<file path="config.mk">
export PLATFORM = sky130hd
export DESIGN_NAME = spi_slave_fifo_flat
export DESIGN_NICKNAME = d
export VERILOG_FILES = /design/src/rtl/spi_slave_fifo_if.sv /design/src/rtl/spi_slave_fifo.sv /design/src/flat_wrapper.sv
export SDC_FILE = /design/constraint.sdc
export NUM_CORES = 1
export LEC_CHECK = 0
export ABC_AREA = 1
export ABC_CLOCK_PERIOD_IN_PS = 3400
export CAP_MARGIN = 20
export CORE_ASPECT_RATIO = 1.5
export CORE_MARGIN = 5
export CORE_UTILIZATION = 41
export CTS_BUF_LIST = sky130_fd_sc_hd__clkbuf_2 sky130_fd_sc_hd__clkbuf_4 sky130_fd_sc_hd__clkbuf_8
export DETAILED_ROUTE_END_ITERATION = 10
export GPL_TIMING_DRIVEN = 1
export PLACE_DENSITY = 0.6
export SKIP_LAST_GASP = 1
export SYNTH_ARGS = -nofsm -noshare
export SYNTH_HDL_FRONTEND = slang
export SYNTH_SLANG_ARGS = --single-unit
</file>
<file path="constraint.sdc">
create_clock -name sys_clk_i -period 3.4 [get_ports sys_clk_i]
set_clock_uncertainty 0.15 [all_clocks]
set_input_delay 0.51 -clock sys_clk_i [delete_from_list [all_inputs] [get_ports sys_clk_i]]
set_output_delay 0.51 -clock sys_clk_i [all_outputs]
set_load 0.01 [all_outputs]
</file>
<file path="src/rtl/spi_slave_fifo_if.sv">
// Host-side bus of spi_slave_fifo: TX write channel, RX read channel and FIFO levels.
interface spi_slave_fifo_if #(
  parameter int unsigned DATA_W  = 8,
  parameter int unsigned FIFO_AW = 2
);
  logic              tx_valid;
  logic              tx_ready;
  logic [DATA_W-1:0] tx_data;
  logic              rx_valid;
  logic              rx_ready;
  logic [DATA_W-1:0] rx_data;
  logic [FIFO_AW:0]  tx_level;
  logic [FIFO_AW:0]  rx_level;

  modport master (
    output tx_valid, tx_data, rx_ready,
    input  tx_ready, rx_valid, rx_data, tx_level, rx_level
  );

  modport slave (
    input  tx_valid, tx_data, rx_ready,
    output tx_ready, rx_valid, rx_data, tx_level, rx_level
  );
endinterface

</file>
<file path="src/rtl/spi_slave_fifo.sv">
// SPI slave with TX/RX FIFOs; SPI pins are oversampled in the sys_clk_i domain.
// Define SPI_SLV_FRAME_ERR_EN to build the partial-frame error detector on frame_err.
module spi_slave_fifo #(
  parameter int unsigned       DATA_W        = 8,
  parameter int unsigned       FIFO_DEPTH    = 4,
  parameter int unsigned       FIFO_AW       = 2,
  parameter logic [DATA_W-1:0] UNDERRUN_WORD = '0
) (
  input  logic sys_clk_i,
  input  logic sys_rst_i,
  input  logic sck_i,
  input  logic ssn_i,
  input  logic mosi_i,
  output logic miso_o,
  output logic miso_oe_o,
  input  logic slave_mode,
  input  logic cpol,
  input  logic cpha,
  input  logic lsb_first,
  spi_slave_fifo_if.slave host,
  output logic rx_overflow,
  output logic tx_underrun,
  output logic frame_err,
  output logic busy
);
  localparam int unsigned      CntW     = $clog2(DATA_W + 1);
  localparam logic [CntW-1:0]  WordBits = CntW'(DATA_W);
  localparam logic [CntW-1:0]  LastBit  = CntW'(DATA_W - 1);
  localparam logic [FIFO_AW:0] Depth    = (FIFO_AW + 1)'(FIFO_DEPTH);

  typedef enum logic [1:0] {StIdle, StLoad, StShift} state_e;

  state_e            state_q;
  logic [CntW-1:0]   bit_cnt_q;
  logic              reload_pend_q, skip_q;
  logic [DATA_W-1:0] tx_shift_q, rx_shift_q;

  logic sck_s1, sck_s2, sck_s3, ssn_s1, ssn_s2, ssn_s3, mosi_s1, mosi_s2;

  always_ff @(posedge sys_clk_i) begin
    if (sys_rst_i) begin
      {sck_s1, sck_s2, sck_s3} <= {3{cpol}};
      {ssn_s1, ssn_s2, ssn_s3} <= 3'b111;
      {mosi_s1, mosi_s2}       <= 2'b00;
    end else begin
      {sck_s1, sck_s2, sck_s3} <= {sck_i, sck_s1, sck_s2};
      {ssn_s1, ssn_s2, ssn_s3} <= {ssn_i, ssn_s1, ssn_s2};
      {mosi_s1, mosi_s2}       <= {mosi_i, mosi_s1};
    end
  end

  logic lead_edge, trail_edge, sample_edge, shift_edge, abort, ssn_fall;
  assign lead_edge   = (sck_s3 == cpol) && (sck_s2 != cpol);
  assign trail_edge  = (sck_s3 != cpol) && (sck_s2 == cpol);
  assign sample_edge = cpha ? trail_edge : lead_edge;
  assign shift_edge  = cpha ? lead_edge : trail_edge;
  assign abort       = ssn_s2 || !slave_mode;
  assign ssn_fall    = ssn_s3 && !ssn_s2;

  // FIFO storage and occupancy
  logic [DATA_W-1:0]  tx_mem [FIFO_DEPTH];
  logic [DATA_W-1:0]  rx_mem [FIFO_DEPTH];
  logic [FIFO_AW-1:0] tx_wr_q, tx_rd_q, rx_wr_q, rx_rd_q;
  logic [FIFO_AW:0]   tx_level_q, rx_level_q;
  logic               tx_empty, tx_full, rx_empty, rx_full;
  logic               tx_push, tx_pop, rx_push, rx_pop;
  logic               load_req, rx_push_req;
  logic [DATA_W-1:0]  load_word, rx_next;

  assign tx_empty  = (tx_level_q == '0);
  assign tx_full   = (tx_level_q == Depth);
  assign rx_empty  = (rx_level_q == '0);
  assign rx_full   = (rx_level_q == Depth);
  assign load_word = tx_empty ? UNDERRUN_WORD : tx_mem[tx_rd_q];
  assign rx_next   = lsb_first ? {mosi_s2, rx_shift_q[DATA_W-1:1]}
                               : {rx_shift_q[DATA_W-2:0], mosi_s2};

  // A TX word is taken once on entry (LOAD) and again on the shift edge after a full word.
  assign load_req    = !abort && ((state_q == StLoad) ||
                       ((state_q == StShift) && shift_edge && reload_pend_q));
  assign rx_push_req = !abort && (state_q == StShift) && sample_edge && !reload_pend_q &&
                       (bit_cnt_q == LastBit);

  assign tx_push = host.tx_valid && !tx_full;
  assign tx_pop  = load_req && !tx_empty;
  assign rx_push = rx_push_req && !rx_full;
  assign rx_pop  = host.rx_ready && !rx_empty;

  always_ff @(posedge sys_clk_i) begin
    if (sys_rst_i) begin
      tx_wr_q     <= '0;
      tx_rd_q     <= '0;
      rx_wr_q     <= '0;
      rx_rd_q     <= '0;
      tx_level_q  <= '0;
      rx_level_q  <= '0;
      rx_overflow <= 1'b0;
    end else begin
      if (tx_push) begin
        tx_mem[tx_wr_q] <= host.tx_data;
        tx_wr_q         <= tx_wr_q + 1'b1;
      end
      if (tx_pop) tx_rd_q <= tx_rd_q + 1'b1;
      if (rx_push) begin
        rx_mem[rx_wr_q] <= rx_next;
        rx_wr_q         <= rx_wr_q + 1'b1;
      end
      if (rx_pop) rx_rd_q <= rx_rd_q + 1'b1;
      if (rx_push_req && rx_full) rx_overflow <= 1'b1;
      tx_level_q <= tx_level_q + {{FIFO_AW{1'b0}}, tx_push} - {{FIFO_AW{1'b0}}, tx_pop};
      rx_level_q <= rx_level_q + {{FIFO_AW{1'b0}}, rx_push} - {{FIFO_AW{1'b0}}, rx_pop};
    end
  end

  always_ff @(posedge sys_clk_i) begin
    if (sys_rst_i) begin
      state_q       <= StIdle;
      bit_cnt_q     <= '0;
      reload_pend_q <= 1'b0;
      skip_q        <= 1'b0;
      tx_shift_q    <= '0;
      rx_shift_q    <= '0;
      tx_underrun   <= 1'b0;
    end else begin
      if (load_req && tx_empty) tx_underrun <= 1'b1;
      if (abort) begin
        state_q       <= StIdle;
        bit_cnt_q     <= '0;
        reload_pend_q <= 1'b0;
      end else begin
        unique case (state_q)
          StIdle: if (ssn_fall) state_q <= StLoad;
          StLoad: begin
            tx_shift_q    <= load_word;
            bit_cnt_q     <= '0;
            reload_pend_q <= 1'b0;
            skip_q        <= cpha;  // cpha=1: first leading edge only presents the word
            state_q       <= StShift;
          end
          StShift: begin
            if (sample_edge && !reload_pend_q) begin
              rx_shift_q <= rx_next;
              bit_cnt_q  <= bit_cnt_q + 1'b1;
              if (bit_cnt_q == LastBit) reload_pend_q <= 1'b1;
            end else if (shift_edge) begin
              if (reload_pend_q) begin
                tx_shift_q    <= load_word;
                bit_cnt_q     <= '0;
                reload_pend_q <= 1'b0;
              end else if (skip_q) begin
                skip_q <= 1'b0;
              end else begin
                tx_shift_q <= lsb_first ? (tx_shift_q >> 1) : (tx_shift_q << 1);
              end
            end
          end
          default: state_q <= StIdle;
        endcase
      end
    end
  end

`ifdef SPI_SLV_FRAME_ERR_EN
  logic frame_err_q;
  always_ff @(posedge sys_clk_i) begin
    if (sys_rst_i) frame_err_q <= 1'b0;
    else frame_err_q <= abort && (state_q != StIdle) && (bit_cnt_q != '0) &&
                        (bit_cnt_q != WordBits);
  end
  assign frame_err = frame_err_q;
`else
  assign frame_err = 1'b0;
`endif

  assign busy          = (state_q != StIdle);
  assign miso_oe_o     = busy;
  assign miso_o        = busy && (lsb_first ? tx_shift_q[0] : tx_shift_q[DATA_W-1]);
  assign host.tx_ready = !tx_full;
  assign host.rx_valid = !rx_empty;
  assign host.rx_data  = rx_empty ? '0 : rx_mem[rx_rd_q];
  assign host.tx_level = tx_level_q;
  assign host.rx_level = rx_level_q;
endmodule

</file>
<file path="src/flat_wrapper.sv">
// flat-port wrapper written by rule: the top's interface ports become plain ports
module spi_slave_fifo_flat 
#(
  parameter int unsigned       DATA_W        = 8,
  parameter int unsigned       FIFO_DEPTH    = 4,
  parameter int unsigned       FIFO_AW       = 2,
  parameter logic [DATA_W-1:0] UNDERRUN_WORD = '0
)
  (sys_clk_i, sys_rst_i, sck_i, ssn_i, mosi_i, miso_o, miso_oe_o, slave_mode, cpol, cpha, lsb_first, rx_overflow, tx_underrun, frame_err, busy, host_tx_valid, host_tx_data, host_rx_ready, host_tx_ready, host_rx_valid, host_rx_data, host_tx_level, host_rx_level);
  spi_slave_fifo_if #(.DATA_W(DATA_W), .FIFO_AW(FIFO_AW)) host_i ();
  input  logic sys_clk_i;
  input  logic sys_rst_i;
  input  logic sck_i;
  input  logic ssn_i;
  input  logic mosi_i;
  output logic miso_o;
  output logic miso_oe_o;
  input  logic slave_mode;
  input  logic cpol;
  input  logic cpha;
  input  logic lsb_first;
  output logic rx_overflow;
  output logic tx_underrun;
  output logic frame_err;
  output logic busy;
  input wire logic [$bits(host_i.tx_valid)-1:0] host_tx_valid;
  input wire logic [$bits(host_i.tx_data)-1:0] host_tx_data;
  input wire logic [$bits(host_i.rx_ready)-1:0] host_rx_ready;
  output wire logic [$bits(host_i.tx_ready)-1:0] host_tx_ready;
  output wire logic [$bits(host_i.rx_valid)-1:0] host_rx_valid;
  output wire logic [$bits(host_i.rx_data)-1:0] host_rx_data;
  output wire logic [$bits(host_i.tx_level)-1:0] host_tx_level;
  output wire logic [$bits(host_i.rx_level)-1:0] host_rx_level;
  assign host_i.tx_valid = host_tx_valid;
  assign host_i.tx_data = host_tx_data;
  assign host_i.rx_ready = host_rx_ready;
  assign host_tx_ready = host_i.tx_ready;
  assign host_rx_valid = host_i.rx_valid;
  assign host_rx_data = host_i.rx_data;
  assign host_tx_level = host_i.tx_level;
  assign host_rx_level = host_i.rx_level;
  spi_slave_fifo #(.DATA_W(DATA_W), .FIFO_DEPTH(FIFO_DEPTH), .FIFO_AW(FIFO_AW), .UNDERRUN_WORD(UNDERRUN_WORD)) u_core (.sys_clk_i(sys_clk_i), .sys_rst_i(sys_rst_i), .sck_i(sck_i), .ssn_i(ssn_i), .mosi_i(mosi_i), .miso_o(miso_o), .miso_oe_o(miso_oe_o), .slave_mode(slave_mode), .cpol(cpol), .cpha(cpha), .lsb_first(lsb_first), .host(host_i), .rx_overflow(rx_overflow), .tx_underrun(tx_underrun), .frame_err(frame_err), .busy(busy));
endmodule
</file>
=== Word level (Yosys, flattened, before mapping) ===
Memories as Yosys holds them, arrays and structs flattened. A register that Yosys moved wholly into a read port is not among the register bits.
Cells that the tools add are included.

* Add/subtract/negate cells: 9
* Multiply operators: 0
* Div/mod/pow operators: 0
* $lt $le $gt $ge: 0
* Equal/unequal tests: 17
* Shift operators: 0
* Multiplexer cells: 39
* Bitwise gates (word level): 2
* Reduce and logical (&&, ||, !) cells: 40

{| class="wikitable"
|+ Operators by type and width
! operator !! count
|-
| 8-bit two-way mux || 8
|-
| 1-bit logical AND || 18
|-
| 1-bit two-way mux || 18
|-
| 8-bit one-hot mux with 2 select lines || 1
|-
| 4-bit two-way mux || 3
|-
| 2-bit two-way mux || 5
|-
| 5-bit AND reduction || 2
|-
| 3-bit by 2-bit inequality test with 1-bit output (second input constant) || 3
|-
| 3-bit AND reduction || 3
|-
| 2-bit by 1-bit adder with 2-bit output (second input constant) || 4
|-
| 1-bit logical NOT || 8
|-
| 4-bit one-hot mux with 2 select lines || 1
|-
| 3-bit by 1-bit adder with 3-bit output || 2
|-
| 3-bit == test (second input constant) || 2
|-
| 3-bit logical NOT || 2
|-
| 2-bit one-hot mux with 3 select lines || 1
|-
| 3-bit by 1-bit subtractor with 3-bit output || 2
|-
| 4-bit by 1-bit adder with 4-bit output (second input constant) || 1
|-
| 4-bit by 3-bit == test with 1-bit output (second input constant) || 1
|-
| 2-bit by 1-bit inequality test with 1-bit output (second input constant) || 2
|-
| 2-bit inequality test (second input constant) || 2
|-
| 1-bit one-hot mux with 2 select lines || 2
|-
| 2-bit nonzero test || 2
|-
| 3-bit inequality test (second input constant) || 1
|-
| other kinds (9) || 13
|}

* Flip-flop bits (word level): 48
* Latch bits: 0
* Bits in writable memories: 64
* Bits in read-only memories: 0
* Input port bits: 19
* Output and inout bits: 22
* Logic and storage cells: 131
* Memories kept: 2

{| class="wikitable"
|+ Memories
! memory !! depth !! bits a word !! rd ports !! clocked after Yosys merged registers in !! write ports !! RTL line !! RTL
|-
| u_core.rx_mem || 4 || 8 || 1 || 1 || 1 || spi_slave_fifo.sv:62 || <nowiki>logic [DATA_W-1:0] rx_mem [FIFO_DEPTH];</nowiki>
|-
| u_core.tx_mem || 4 || 8 || 1 || 1 || 1 || spi_slave_fifo.sv:61 || <nowiki>logic [DATA_W-1:0] tx_mem [FIFO_DEPTH];</nowiki>
|}

=== Depth between registers and ports, before layout ===
* Depth in word-level cells: 11
* Mapped depth: 16
* Gate-level depth less buffers: 16

=== Worst setup path after synthesis ===
No wires, ideal clock.

* Path kind: input to register
* Start: in cpol
* End: reg u_core.tx_level_q[2] (netlist: u_core.host.tx_level[2])
* Library setup time: 0.120 ns
* Arrival: 2.146 ns
* Required time: 3.130 ns
* Slack: 0.984 ns
* Cell stages on the path: 16
* Buffers on the path: 0
* Path through: inv_2 -> nand2_1 -> nand2_1 -> nand3_1 -> nand2_1 -> nand2_1 -> nand2_1 -> nand3_1 -> inv_1 -> ha_1 -> inv_1 -> ha_1 -> inv_1 -> fa_1 -> o21ai_0 -> a21oi_1

* Word-level cells in the longest chain between the ends: 9
* Elaborated cells on any way between the ends: 13
* Those cells by class: add/sub (1); eq/ne (4); mux (1); reduce/logical (7)

{| class="wikitable"
|+ RTL lines
! item !! RTL line !! RTL
|-
| from (decl) || flat_wrapper.sv:19 || <nowiki>input logic cpol;</nowiki>
|-
| 1-bit inequality test, or another cell as far along || spi_slave_fifo.sv:54 || <nowiki>assign trail_edge = (sck_s3 != cpol) && (sck_s2 == cpol);</nowiki>
|-
| 1-bit logical AND (on tied branches) || spi_slave_fifo.sv:54, spi_slave_fifo.sv:53 ||
|-
| 1-bit two-way mux * || spi_slave_fifo.sv:56 || <nowiki>assign shift_edge = cpha ? lead_edge : trail_edge;</nowiki>
|-
| 1-bit logical AND * (2 in a row) || spi_slave_fifo.sv:80 || <nowiki>((state_q == StShift) && shift_edge && reload_pend_q));</nowiki>
|-
| 1-bit logical OR * || spi_slave_fifo.sv:79 || <nowiki>assign load_req = !abort && ((state_q == StLoad) ||</nowiki>
|-
| 1-bit logical AND * || spi_slave_fifo.sv:79 ||
|-
| 1-bit logical AND * || spi_slave_fifo.sv:85 || <nowiki>assign tx_pop = load_req && !tx_empty;</nowiki>
|-
| net u_core.tx_pop || spi_slave_fifo.sv:66 || <nowiki>logic tx_push, tx_pop, rx_push, rx_pop;</nowiki>
|-
| 3-bit by 1-bit subtractor with 3-bit output * || spi_slave_fifo.sv:110 || <nowiki>tx_level_q <= tx_level_q + {{FIFO_AW{1'b0}}, tx_push} - {{FIFO_AW{1'b0}}, tx_pop};</nowiki>
|-
| to (signal assigned) || spi_slave_fifo.sv:110 ||
|-
| to (decl) || spi_slave_fifo.sv:64 || <nowiki>logic [FIFO_AW:0] tx_level_q, rx_level_q;</nowiki>
|}

The timed path passes the listed nets; every way through them passes the cells marked *.
A chain may end at the register's enable or synchronous reset.

==> out/metrics.csv <==
metric,value,unit
status,"finished, final reports clean",
DR iter-0 viols,126,
post-layout worst setup margin,0.394,ns
first-pass GRT wire length,17100,um
Slew Limit Fails,0,
Max Clk Rate,0.333,GHz
"commonest non-fill, non-tap cell in the layout",nor2_1,
largest net degree at the start of global routing,28,
cts hold-fix bufs,0,
met3 Use GR,3.92,%
peak supply drop,0.000343,V
met1 Usage GRT,14.8,%
Worst-Skew Late Latency,0.43,ns
worst path required time,2.74,ns
Setup crit start kind,flop,
Worst path slowest cell,dfxtp_1,
Die W,102,um
post-route setup TNS,0,ns
Root Buffer,clkbuf_8,
routability cong.,0.752,
Worst-path clk slew,0.07,ns
detailed placement HPWL,7510,um
leakage,2.43,nW
worst hold stages,2,
final setup vio count,0,
vias in the first global route,3646,
RSZ-0062 raised after global routing,no,
post-route antenna net violation count,0,
worst hold slack,0.255,ns
cell area after synthesis,0.00516,sq mm
wire length per cell,13.2,um
initial antenna violation count,0,
die area,0.0150,sq mm
Syn Nets,596,
First-pass DRT Iterations,4,
Yosys cell types,35,
CTS tree,built,
crit path to,host_rx_data[1],
critical path type,flop to output port,
Crit Path Max Fanout,17,
CTS H-tree lvls,4,
sequential fraction of the synthesis area,57.4,%
Hold Path Class,flop to flop,
die height,147,um
Core Rows,50,
most frequent cells in the layout,"nor2_1 (91), nand2_1 (90), inv_1 (71), edfxtp_1 (64), o21ai_0 (55)",
Post-layout nets,646,
Yosys warning total,0,
post-synthesis register bit count,116,
Slew headroom,48.8,%
Worst Max-Slew Pin Slew,0.766,ns
Worst Setup End Kind,output port,
clk sink count,116,
number of max-cap violations,0,
Initial Util,41.5,%
total grt overflow,0,
IO buf count,39,
WP data arrival,2.35,ns
final WL,10200,um
clock buffer count from CTS,17,
worst reg2reg startpoint,u_core.state_q[0],
PD cells,586,mW/mm^2
I/O Pins,41,
crit path cell chain,"inv_1, o21ai_0, a21oi_1, clkdlybuf4s50_1",
met2 usage in global routing,27.8,%
part of the cycle the worst path needs,88.4,%
Remaining DRCs,0,
share of layout cells above drive strength 1,10.3,%
Place WS,0.103,ns
r2r endpoint,u_core.host.tx_level[2],
clk buf depth,2,
Avg Inst Size Synth,9.25,sq um
flop2flop setup slack,0.80,ns
core area,0.0124,sq mm
Post-Syn Instances,558,
Tot GR Track Use,14.7,%
via count,3701,
post-CTS sizing,0,
final hold violation count,0,
via/cell ratio,4.76,
P&R area growth vs syn,19.2,%
Post-CTS Setup Inserts,0,
global routing's busiest layer,met2,
post-route minimum period,3.01,ns
ant diodes,0,
"Largest stage delay, worst path",0.68,ns
Pwr Total,3.61,mW
Reg2Reg Depth,15,
-- sequential cells by signal, summed over array words and instances (netlist names), 2 cells and up, named ones only --
signal	cells
u_core.rx_mem	32
u_core.tx_mem	32
u_core.rx_shift_q	8
u_core.tx_shift_q	8
u_core.bit_cnt_q	4
u_core.host.rx_level	3
u_core.host.tx_level	3
u_core.rx_rd_q	2
u_core.rx_wr_q	2
u_core.state_q	2
u_core.tx_rd_q	2
u_core.tx_wr_q	2
-- per-stage QoR --
| step | cell area (sq um) | utilization, % | cells |
|---|---|---|---|
| 5_1_grt | 6150 | 49.4 | 777 |
| 3_3_place_gp | 5720 | 46.0 | 745 |
| 6_report | 6150 | 49.4 | 777 |
| 3_5_place_dp | 5720 | 46.0 | 745 |
| 2_1_floorplan | 5160 | - | 558 |
| 4_1_cts | 6150 | 49.4 | 777 |
-- kinds of logic after synthesis --
family	synth area share, %
other	0.0727
and+or+nand+nor	18.8
buffers and inverters	7.10
xor gates and xnor gates	0.849
AOI/OAI and AO/OA	10.8
DFF	57.4
adders and majority gates	4.90
-- cell type report --
type                    instances  area [sq um]
clock buffers                  18           248
clock inverters                14           180
fillers                      1125          6300
inverters                      75           282
multi-input cells             351          1830
flip-flops and latches        116          2960
well taps                     156           195
repair buffers                 47           450
-- power by group --
| group | internal (mW) | switching (mW) |
|---|---|---|
| combinational | 0.314 | 0.354 |
| sequential | 1.53 | 0.0719 |
| clock | 0.751 | 0.581 |
| total | 2.60 | 1.01 |
-- synth_stat cells --
cell      count  area share [%]
a21oi_1      34             3.3
a221oi_1      1            0.17
a22oi_1       6            0.87
buf_1         1           0.073
buf_2         5            0.48
buf_4         3            0.44
buf_6         1            0.22
clkbuf_1      6            0.44
clkinv_1      1           0.073
conb_1        1           0.073
dfxtp_1      52              20
edfxtp_1     64              37
fa_1          2            0.78
ha_1         17             4.1
inv_1        71             5.2
inv_2         3            0.22
nand2_1      90             6.5
nand2_2       3            0.36
nand2_4       2            0.44
nand3_1      13             1.3
nand3_2       2            0.39
nand3_4       1            0.34
nand3b_1      2            0.29
nand4_1       2            0.24
nand4_4       1            0.41
nor2_1       91             6.6
nor2_2        8            0.97
nor3_1        1           0.097
nor3_4        2            0.63
o21ai_0      55             5.3
o21ai_1       2            0.19
o22ai_1       8            0.97
or2_2         2            0.24
xnor2_1       2            0.34
xor2_1        3            0.51
-- worst min path at each step --
stage	startpoint	endpoint	slack (ns)
after CTS	u_core.mosi_s1	u_core.mosi_s2	0.26
after detailed placement	u_core.mosi_s1	u_core.mosi_s2	0.25
after global routing	u_core.mosi_s1	u_core.mosi_s2	0.28
after global placement	u_core.ssn_s1	u_core.ssn_s2	0.24
after floorplan	u_core.mosi_s1	u_core.mosi_s2	0.24
final	u_core.mosi_s1	u_core.mosi_s2	0.26
-- critical path, delay by kind of cell, from the launching register on --
family | cells | cell delay, ns
DFF | 1 | 0.68
AOI/OAI and AO/OA | 2 | 0.39
buffers and inverters | 2 | 0.85
-- layer usage --
layer	vias up	wire (um)
met5	-	0
met4	0	201
met3	14	286
met2	56	5870
met1	1707	3870
li1	1924	-
Power figures use the tool's default switching activity.
